## src/rtl/reg_bank_pkg.sv

```systemverilog
// reg_bank_pkg: shared widths and the write-back queue entry type for the
// register datapath.
package reg_bank_pkg;

  localparam int unsigned DATA_W   = 16;
  localparam int unsigned SEL_W    = 3;
  localparam int unsigned NUM_REGS = 8;

  // One queued write-back: destination (R or general register) plus value.
  typedef struct packed {
    logic              toR;
    logic [SEL_W-1:0]  sel;
    logic [DATA_W-1:0] data;
  } wb_entry_t;

endpackage

```

## src/rtl/wb_fifo.sv

```systemverilog
// wb_fifo: DEPTH-entry in-order FIFO of wb_entry_t.
// Ports:
//   clk, rst_n  - clock, asynchronous active-low reset
//   push, din   - write din at tail (caller guarantees not full)
//   pop, dout   - dout is the head entry; pop removes it (caller guarantees not empty)
//   count       - number of stored entries, 0..DEPTH
// Full/empty come from count; pointers wrap naturally since DEPTH is a power of two.
module wb_fifo
  import reg_bank_pkg::*;
#(
  parameter int unsigned DEPTH = 2
) (
  input  logic                   clk,
  input  logic                   rst_n,
  input  logic                   push,
  input  wb_entry_t              din,
  input  logic                   pop,
  output wb_entry_t              dout,
  output logic [$clog2(DEPTH):0] count
);

  localparam int unsigned PTR_W = $clog2(DEPTH);
  localparam int unsigned CNT_W = PTR_W + 1;

  wb_entry_t        mem [DEPTH];
  logic [PTR_W-1:0] wr_ptr;
  logic [PTR_W-1:0] rd_ptr;
  logic [CNT_W-1:0] cnt;

  // Storage needs no reset; count gates every read.
  always_ff @(posedge clk) begin
    if (push) begin
      mem[wr_ptr] <= din;
    end
  end

  // Pointers and occupancy.
  always_ff @(posedge clk or negedge rst_n) begin
    if (!rst_n) begin
      wr_ptr <= '0;
      rd_ptr <= '0;
      cnt    <= '0;
    end else begin
      if (push) wr_ptr <= wr_ptr + PTR_W'(1);
      if (pop)  rd_ptr <= rd_ptr + PTR_W'(1);
      case ({push, pop})
        2'b10:   cnt <= cnt + CNT_W'(1);
        2'b01:   cnt <= cnt - CNT_W'(1);
        default: cnt <= cnt;
      endcase
    end
  end

  assign dout  = mem[rd_ptr];
  assign count = cnt;

endmodule

```

## src/rtl/reg_writeback.sv

```systemverilog
// reg_writeback: queues write-back requests and commits them in order into
// eight general registers and R, one per non-held cycle.
// Ports:
//   clk, rst_n                       - clock, asynchronous active-low reset
//   wr_valid/wr_ready                - request handshake (ready = queue not full)
//   wr_sel, wr_toR, wr_data          - destination and value
//   hold                             - suppress commit this cycle
//   reg0..reg7, regR                 - committed register values
//   pending, idle                    - queue occupancy, occupancy == 0
// Build option: define REG0_ZERO_EN to hard-wire reg0 to zero; commits to
// register 0 then still pop the queue but write nothing.
module reg_writeback #(
  parameter int unsigned DEPTH  = 2,
  parameter int unsigned DATA_W = 16
) (
  input  logic                   clk,
  input  logic                   rst_n,
  input  logic                   wr_valid,
  output logic                   wr_ready,
  input  logic [2:0]             wr_sel,
  input  logic                   wr_toR,
  input  logic [DATA_W-1:0]      wr_data,
  input  logic                   hold,
  output logic [DATA_W-1:0]      reg0,
  output logic [DATA_W-1:0]      reg1,
  output logic [DATA_W-1:0]      reg2,
  output logic [DATA_W-1:0]      reg3,
  output logic [DATA_W-1:0]      reg4,
  output logic [DATA_W-1:0]      reg5,
  output logic [DATA_W-1:0]      reg6,
  output logic [DATA_W-1:0]      reg7,
  output logic [DATA_W-1:0]      regR,
  output logic [$clog2(DEPTH):0] pending,
  output logic                   idle
);

  import reg_bank_pkg::*;

  localparam int unsigned CNT_W = $clog2(DEPTH) + 1;
  localparam int unsigned ENT_W = reg_bank_pkg::DATA_W;

  logic             push;
  logic             commit;
  logic [CNT_W-1:0] count;
  wb_entry_t        wr_entry;
  wb_entry_t        head;

  logic [DATA_W-1:0] regs [NUM_REGS];
  logic [DATA_W-1:0] reg_r;

  // Ready and commit depend only on registered occupancy and hold.
  assign wr_ready = (count != CNT_W'(DEPTH));
  assign push     = wr_valid && wr_ready;
  assign commit   = !hold && (count != '0);

  always_comb begin
    wr_entry      = '0;
    wr_entry.toR  = wr_toR;
    wr_entry.sel  = SEL_W'(wr_sel);
    wr_entry.data = ENT_W'(wr_data);
  end

  wb_fifo #(
    .DEPTH (DEPTH)
  ) u_fifo (
    .clk   (clk),
    .rst_n (rst_n),
    .push  (push),
    .din   (wr_entry),
    .pop   (commit),
    .dout  (head),
    .count (count)
  );

  // Commit head entry into the register file.
  always_ff @(posedge clk or negedge rst_n) begin
    if (!rst_n) begin
      for (int i = 0; i < NUM_REGS; i++) begin
        regs[i] <= '0;
      end
      reg_r <= '0;
    end else if (commit) begin
      if (head.toR) begin
        reg_r <= DATA_W'(head.data);
      end
`ifdef REG0_ZERO_EN
      else if (head.sel != '0) begin
        regs[head.sel] <= DATA_W'(head.data);
      end
`else
      else begin
        regs[head.sel] <= DATA_W'(head.data);
      end
`endif
    end
  end

`ifdef REG0_ZERO_EN
  assign reg0 = '0;
`else
  assign reg0 = regs[0];
`endif
  assign reg1    = regs[1];
  assign reg2    = regs[2];
  assign reg3    = regs[3];
  assign reg4    = regs[4];
  assign reg5    = regs[5];
  assign reg6    = regs[6];
  assign reg7    = regs[7];
  assign regR    = reg_r;
  assign pending = count;
  assign idle    = (count == '0);

endmodule

```

## config.mk

```make
export PLATFORM = sky130hd
export DESIGN_NAME = reg_writeback
export DESIGN_NICKNAME = d
export VERILOG_FILES = /design/src/rtl/reg_bank_pkg.sv /design/src/rtl/wb_fifo.sv /design/src/rtl/reg_writeback.sv
export SDC_FILE = /design/constraint.sdc
export NUM_CORES = 1
export LEC_CHECK = 0
export ABC_AREA = 1
export CELL_PAD_IN_SITES_DETAIL_PLACEMENT = 1
export CELL_PAD_IN_SITES_GLOBAL_PLACEMENT = 1
export CORE_UTILIZATION = 41
export DETAILED_ROUTE_END_ITERATION = 6
export PLACE_DENSITY = 0.93
export SKIP_LAST_GASP = 1
export SLEW_MARGIN = 20
export SYNTH_ARGS = -nofsm -noshare
export SYNTH_HDL_FRONTEND = slang
export SYNTH_HIERARCHICAL = 1
export SYNTH_SLANG_ARGS = --single-unit
```

## constraint.sdc

```tcl
create_clock -name clk -period 3.9 [get_ports clk]
set_clock_uncertainty 0.2 [all_clocks]
set_input_delay 0.78 -clock clk [delete_from_list [all_inputs] [get_ports clk]]
set_output_delay 0.78 -clock clk [all_outputs]
set_load 0.005 [all_outputs]
```

==> results of run 1 <==
-- worst max-delay path, cell delays in order (launching register included) --
cell,delay (ps)
dfrtp_1,350
buf_4,360
o21ai_0,240
inv_1,110
nand2_1,90
nor2_2,600
nand3_1,690
nand2_1,290
nand2_1,100
-- path summary, 6_finish.rpt --
path                                            from                    to  cells after the start
max in group asynchronous                      rst_n   reg1[4]$_DFFE_PN0P_                      2
min reg2reg                     reg5[14]$_DFFE_PN0P_  reg5[14]$_DFFE_PN0P_                      2
min                                            rst_n   reg5[9]$_DFFE_PN0P_                      1
min in group clk                reg5[14]$_DFFE_PN0P_  reg5[14]$_DFFE_PN0P_                      2
max reg2reg                u_fifo/rd_ptr$_DFFE_PN0P_   reg4[0]$_DFFE_PN0P_                      8
max                        u_fifo/rd_ptr$_DFFE_PN0P_   reg4[0]$_DFFE_PN0P_                      8
-- Yosys cell counts --
library cell,count
nand2_1,318
dfrtp_1,148
nand3_1,148
edfxtp_1,40
buf_2,31
inv_1,29
clkbuf_1,21
o21ai_0,20
nor2_2,8
nand3_2,5
buf_4,3
inv_2,2
xor2_1,2
a21boi_0,1
buf_6,1
ha_1,1
nand2_2,1
nand4_1,1
nor2_1,1
nor2_4,1
nor2_8,1
nor3_2,1
xnor2_1,1
-- placed cells by master (no fill, tap or decap), types with 2 or more instances in the layout --
master | Yosys | final
nand2_1 | 318 | 318
clkdlybuf4s50_1 | 0 | 170
nand3_1 | 148 | 148
dfrtp_1 | 148 | 148
edfxtp_1 | 40 | 40
inv_1 | 29 | 29
clkbuf_16 | 0 | 18
buf_4 | 3 | 18
o21ai_1 | 0 | 16
nor2_2 | 8 | 8
nand3_2 | 5 | 5
inv_6 | 0 | 5
clkinv_4 | 0 | 4
inv_8 | 0 | 3
o21ai_0 | 20 | 3
inv_2 | 2 | 2
clkinv_2 | 0 | 2
buf_12 | 0 | 2
xor2_1 | 2 | 2
-- cells by family (layout without fill, tap and decap cells) --
| kind of cell | count (synthesis) | after routing | share of synthesized area, % |
|---|---|---|---|
| buffers and inverters | 87 | 254 | 5.10 |
| DFF | 188 | 188 | 65.2 |
| and+or+nand+nor | 485 | 485 | 27.8 |
| adders and majority gates | 1 | 1 | 0.166 |
| xor gates and xnor gates | 3 | 3 | 0.349 |
| AOI/OAI and AO/OA | 21 | 21 | 1.43 |
-- state kept, by name, summed over array words and instances (netlist names), 2 cells and up --
register      flops
u_fifo/mem       40
reg0             16
reg1             16
reg2             16
reg3             16
reg4             16
reg5             16
reg6             16
reg7             16
regR             16
u_fifo/count      2
-- power breakdown --
| group | leakage (nW) | total (mW) | switching [mW] | internal (mW) |
|---|---|---|---|---|
| combinational | 2.25 | 3.78 | 2.05 | 1.73 |
| sequential | 2.27 | 3.39 | 0.559 | 2.83 |
| clock | 0.287 | 1.68 | 0.804 | 0.880 |
-- through the flow --
stage               utilization, %  worst slack [ps]
floorplan                        -              1250
global placement              52.6               957
detailed placement            52.6               754
CTS                           55.8               726
global route                  55.8               470
finish                        55.8               737
-- per-layer routing --
metal	share of wire (%)	global-route usage (%)
met3	5.7	4.45
met4	2.5	11.7
met5	0	0
met1	42	33.8
met2	50	43.3
-- cell type report --
type                       instances  area (sq um)  area share, %
clock inverter                    14           123           1.22
sequential                       188          4900           49.0
timing repair buffer             191          1890           18.8
tap                              229           287           2.86
inverter                          31           116           1.16
multi-input combinational        510          2250           22.4
clock buffer                      18           450           4.50
==> flow_summary.json, run 1 <==
{
  "cts_root_buf": "clkbuf_16",
  "worstPathArrival_ps": 3270,
  "area_delta_synth_final_pct": 33.1,
  "fin_setup_tns_ps": 0,
  "slew_viol_final": 0,
  "cts_made_buffers": 17,
  "finalHoldViolations": 0,
  "viasPerCell": 5.31,
  "diodes": 0,
  "final_layout_size_suffix_gt1_share_pct": 7.67,
  "synth.area.top_cells": "dfrtp_1, edfxtp_1, nand2_1",
  "hold_path_class": "primary input to async pin",
  "drcViolationCount": 0,
  "ys_seq_area_share_pct": 65.2,
  "grtUsageTotal_pct": 26.2,
  "max_freq_mhz": 316,
  "rsz0062_at_grt": "no",
  "power_density_nw_per_um2": 884,
  "pin_count": 172,
  "vias": 6276,
  "ys_ff_latch": 188,
  "firstDrtPassIters": 4,
  "postCtsHoldBufs": 0,
  "synth.avg_cell_area_sq_um": 9.59,
  "syn_area_sq_um": 7530,
  "cts_buffer_depth": 2,
  "rows": 49,
  "yosys.area.top_type": "dfrtp_1",
  "grt-ovfl-total": 0,
  "fillers": 2015,
  "die_x_um": 137,
  "tritoncts": "done",
  "total_power_mw": 8.85,
  "final.period_utilization_pct": 81.1,
  "core_area_sq_um": 18000,
  "regToRegSetupSlack_ps": 740,
  "fin_area_sq_um": 10000,
  "place_inst": 1149,
  "synth_top_area_share_pct": 49.2,
  "cp-end-kind": "flop",
  "stdcell_count": 1181,
  "grt_pass1_wl_um": 35900,
  "crit_required_ps": 4010,
  "start_util_pct": 41.9,
  "cts_max_level": 4,
  "ir_drop_mv": 0.411,
  "gp_congestion": 0.774,
  "yosysWarnings": 6,
  "syn_nets": 810,
  "port_buffers": 171,
  "holdWs_ps": 121,
  "post_cts_buffers": 0,
  "clk_pin_slew_ps": 70,
  "routed_wl_um": 23700,
  "place_area_sq_um": 9440,
  "dpl.hpwl_um": 16000,
  "cap_viol_max_count": 0,
  "dieArea_sq_um": 18900,
  "worstMarginPinSlew_ps": 1090,
  "worstSetupPathType": "flop to flop",
  "synthDistinctLibCells": 23,
  "grt_pass1_vias": 6458,
  "cp_max_fo": 40,
  "cts.sinks": 188,
  "final_net_count": 964,
  "min_period_ps": 3160,
  "die_h_um": 137,
  "postRouteAntennaNets": 0,
  "cts_resized": 0,
  "grt_max_degree": 129,
  "antenna_found_initial": 0,
  "timing.critical_path.from_type": "flop",
  "relSlewSlack_pct": 27.1,
  "wl_per_cell_um": 20.1,
  "clock_latency_ps": 430,
  "drt_iter0_markers": 460,
  "status": "finished clean",
  "setup_violations": 0,
  "p_leak_nw": 4.81,
  "syn_inst": 785
}
Power figures use the tool's default switching activity.
==> inputs of run 2 (changes only) <==
CORE_UTILIZATION = 38   (was 41)
PLACE_DENSITY = 0.88   (was 0.93)
clock period = 3.05 ns   (was 3.9 ns; I/O delays follow)
==> flow_summary.json, run 2 (same netlist as run 1, synthesis figures left out) <==
{
  "status": "finished clean",
  "setup_violations": 0,
  "ir_drop_mv": 0.458,
  "dpl.hpwl_um": 16800,
  "top_usage_layer": "met2",
  "power_density_nw_per_um2": 1130,
  "grt_pass1_wl_um": 37800,
  "timing.rr.start": "u_fifo/rd_ptr$_DFFE_PN0P_",
  "max_freq_mhz": 373,
  "critical_path.startpoint": "u_fifo/rd_ptr$_DFFE_PN0P_",
  "relSlewSlack_pct": 34.7,
  "hp-start": "reg1[1]$_DFFE_PN0P_",
  "final_layout_size_suffix_gt1_share_pct": 9.47,
  "grt.met3_usage_pct": 3.52,
  "slew_viol_final": 0,
  "rsz0062_at_grt": "no",
  "worstPathArrival_ps": 2800,
  "worstPathCellList": "buf_4 > nand2_1 > o21ai_0 > inv_2 > nor2_2 > buf_4 > nand3_2 > nand2_1 > nand2_1",
  "grt_max_degree": 91,
  "start_util_pct": 38.7,
  "cp_max_fo": 17,
  "clock_latency_ps": 430,
  "tritoncts": "done",
  "clk_pin_slew_ps": 70,
  "diodes": 0,
  "min_period_ps": 2680,
  "cts.sinks": 188,
  "gr-usage-met2_pct": 42.6,
  "hold_path_class": "flop to flop",
  "worstMarginPinSlew_ps": 972,
  "viasPerCell": 5.05,
  "cts_max_level": 4,
  "cts_resized": 0,
  "cp-end-kind": "flop",
  "slowest_stage": "dfrtp_1",
  "grt-ovfl-total": 0,
  "drt_iter0_markers": 412,
  "final_net_count": 983,
  "grtUsageTotal_pct": 25.2,
  "port_buffers": 171,
  "antenna_found_initial": 0,
  "crit_top_cell": "nand2_1",
  "worstSetupPathType": "flop to flop",
  "die_h_um": 143,
  "postRouteAntennaNets": 0,
  "routed_wl_um": 24300,
  "pin_count": 172,
  "firstDrtPassIters": 4,
  "drcViolationCount": 0,
  "crit_buf_inv": 3,
  "slowest_delay_ps": 480,
  "place_area_sq_um": 9630,
  "fin_setup_tns_ps": 0,
  "p_leak_nw": 4.91,
  "final_cell_mix": "nand2_1, clkdlybuf4s50_1, nand3_1, dfrtp_1, edfxtp_1",
  "grtUsageMet1_pct": 33.4,
  "die_x_um": 143,
  "post_cts_buffers": 0,
  "wl_per_cell_um": 19.7,
  "dieArea_sq_um": 20400,
  "gp_congestion": 0.772,
  "cts_made_buffers": 17,
  "final.period_utilization_pct": 88.0,
  "rows": 51,
  "crit_required_ps": 3160,
  "cts_root_buf": "clkbuf_16",
  "fillers": 2164,
  "finalHoldViolations": 0,
  "largest_register": "u_fifo/mem",
  "grt_pass1_vias": 6582,
  "area_delta_synth_final_pct": 36.0,
  "fin_area_sq_um": 10200,
  "vias": 6246,
  "largest_reg_flops": 40,
  "cts_buffer_depth": 2,
  "layout_commonest_cell": "nand2_1",
  "timing.critical_path.from_type": "flop",
  "cap_viol_max_count": 0,
  "crit_family": "simple AND/OR/NAND/NOR gates",
  "core_area_sq_um": 19500
}
[run 2: cell types whose count changed in the layout (fill, tap and decap cells not counted), sizes merged]
cell	before	now
clkinv	6	2
buf	21	39
clkinvlp	0	3
clkbuf	18	20
inv	39	36
bufinv	0	2
dlygate4sd3	0	1
[run 2: what timing repair did]
item                                    in CTS  in global routing
hold buffers                                 1                  0
endpoints found under the hold margin       25                  0
endpoints found under the setup margin       0                  0
[run 2: layout make-up]
cell class	instances	area [sq um]	area share (%)
Clock buffer	20	472	4.61
Clock inverter	12	131	1.28
Inverter	31	116	1.14
Multi-Input combinational cell	510	2250	22.0
Tap cell	265	332	3.24
Timing Repair Buffer	210	2030	19.9
Sequential cell	188	4900	47.9
[run 2: layer usage]
metal	vias to the layer above	wire length, um
met1	3152	10500
met5	-	0
met4	0	545
met3	38	1200
li1	2861	-
met2	195	12100
[run 2: path summary, 6_finish.rpt]
kind / endpoint / slack (ps) / cells past startpoint
setup / recovery: reg3[15]$_DFFE_PN0P_ / 370 / 9
min in group asynchronous: reg5[10]$_DFFE_PN0P_ / 420 / 2
hold reg to reg: reg1[1]$_DFFE_PN0P_ / 270 / 2
hold / removal: reg1[1]$_DFFE_PN0P_ / 270 / 2
setup reg to reg: reg3[15]$_DFFE_PN0P_ / 370 / 9
max in group asynchronous: reg1[13]$_DFFE_PN0P_ / 1470 / 3
[run 2: stage by stage]
stage / std cells / util, % / hold slack (ps) / setup WS (ps) / total power [mW]
2_1_floorplan: 785 / - / 114 / 571 / 6.16
3_3_place_gp: 1203 / 49.4 / 255 / 494 / 9.09
3_5_place_dp: 1203 / 49.5 / 259 / 398 / 9.34
4_1_cts: 1236 / 52.6 / 275 / 403 / 11.7
5_1_grt: 1236 / 52.6 / 302 / 142 / 12.3
6_report: 1236 / 52.6 / 271 / 367 / 11.6
[run 2: power breakdown]
| part | internal, mW | leakage (nW) | switching (mW) |
|---|---|---|---|
| clock network | 1.29 | 0.293 | 0.983 |
| registers | 3.62 | 2.27 | 0.724 |
| logic | 2.33 | 2.34 | 2.65 |
| total | 7.24 | 4.91 | 4.36 |
[run 2: worst min-delay path, cell delays in order (launching register included)]
cell and delay (ps):
dfrtp_1 340, nand2_1 50, nand2_1 50
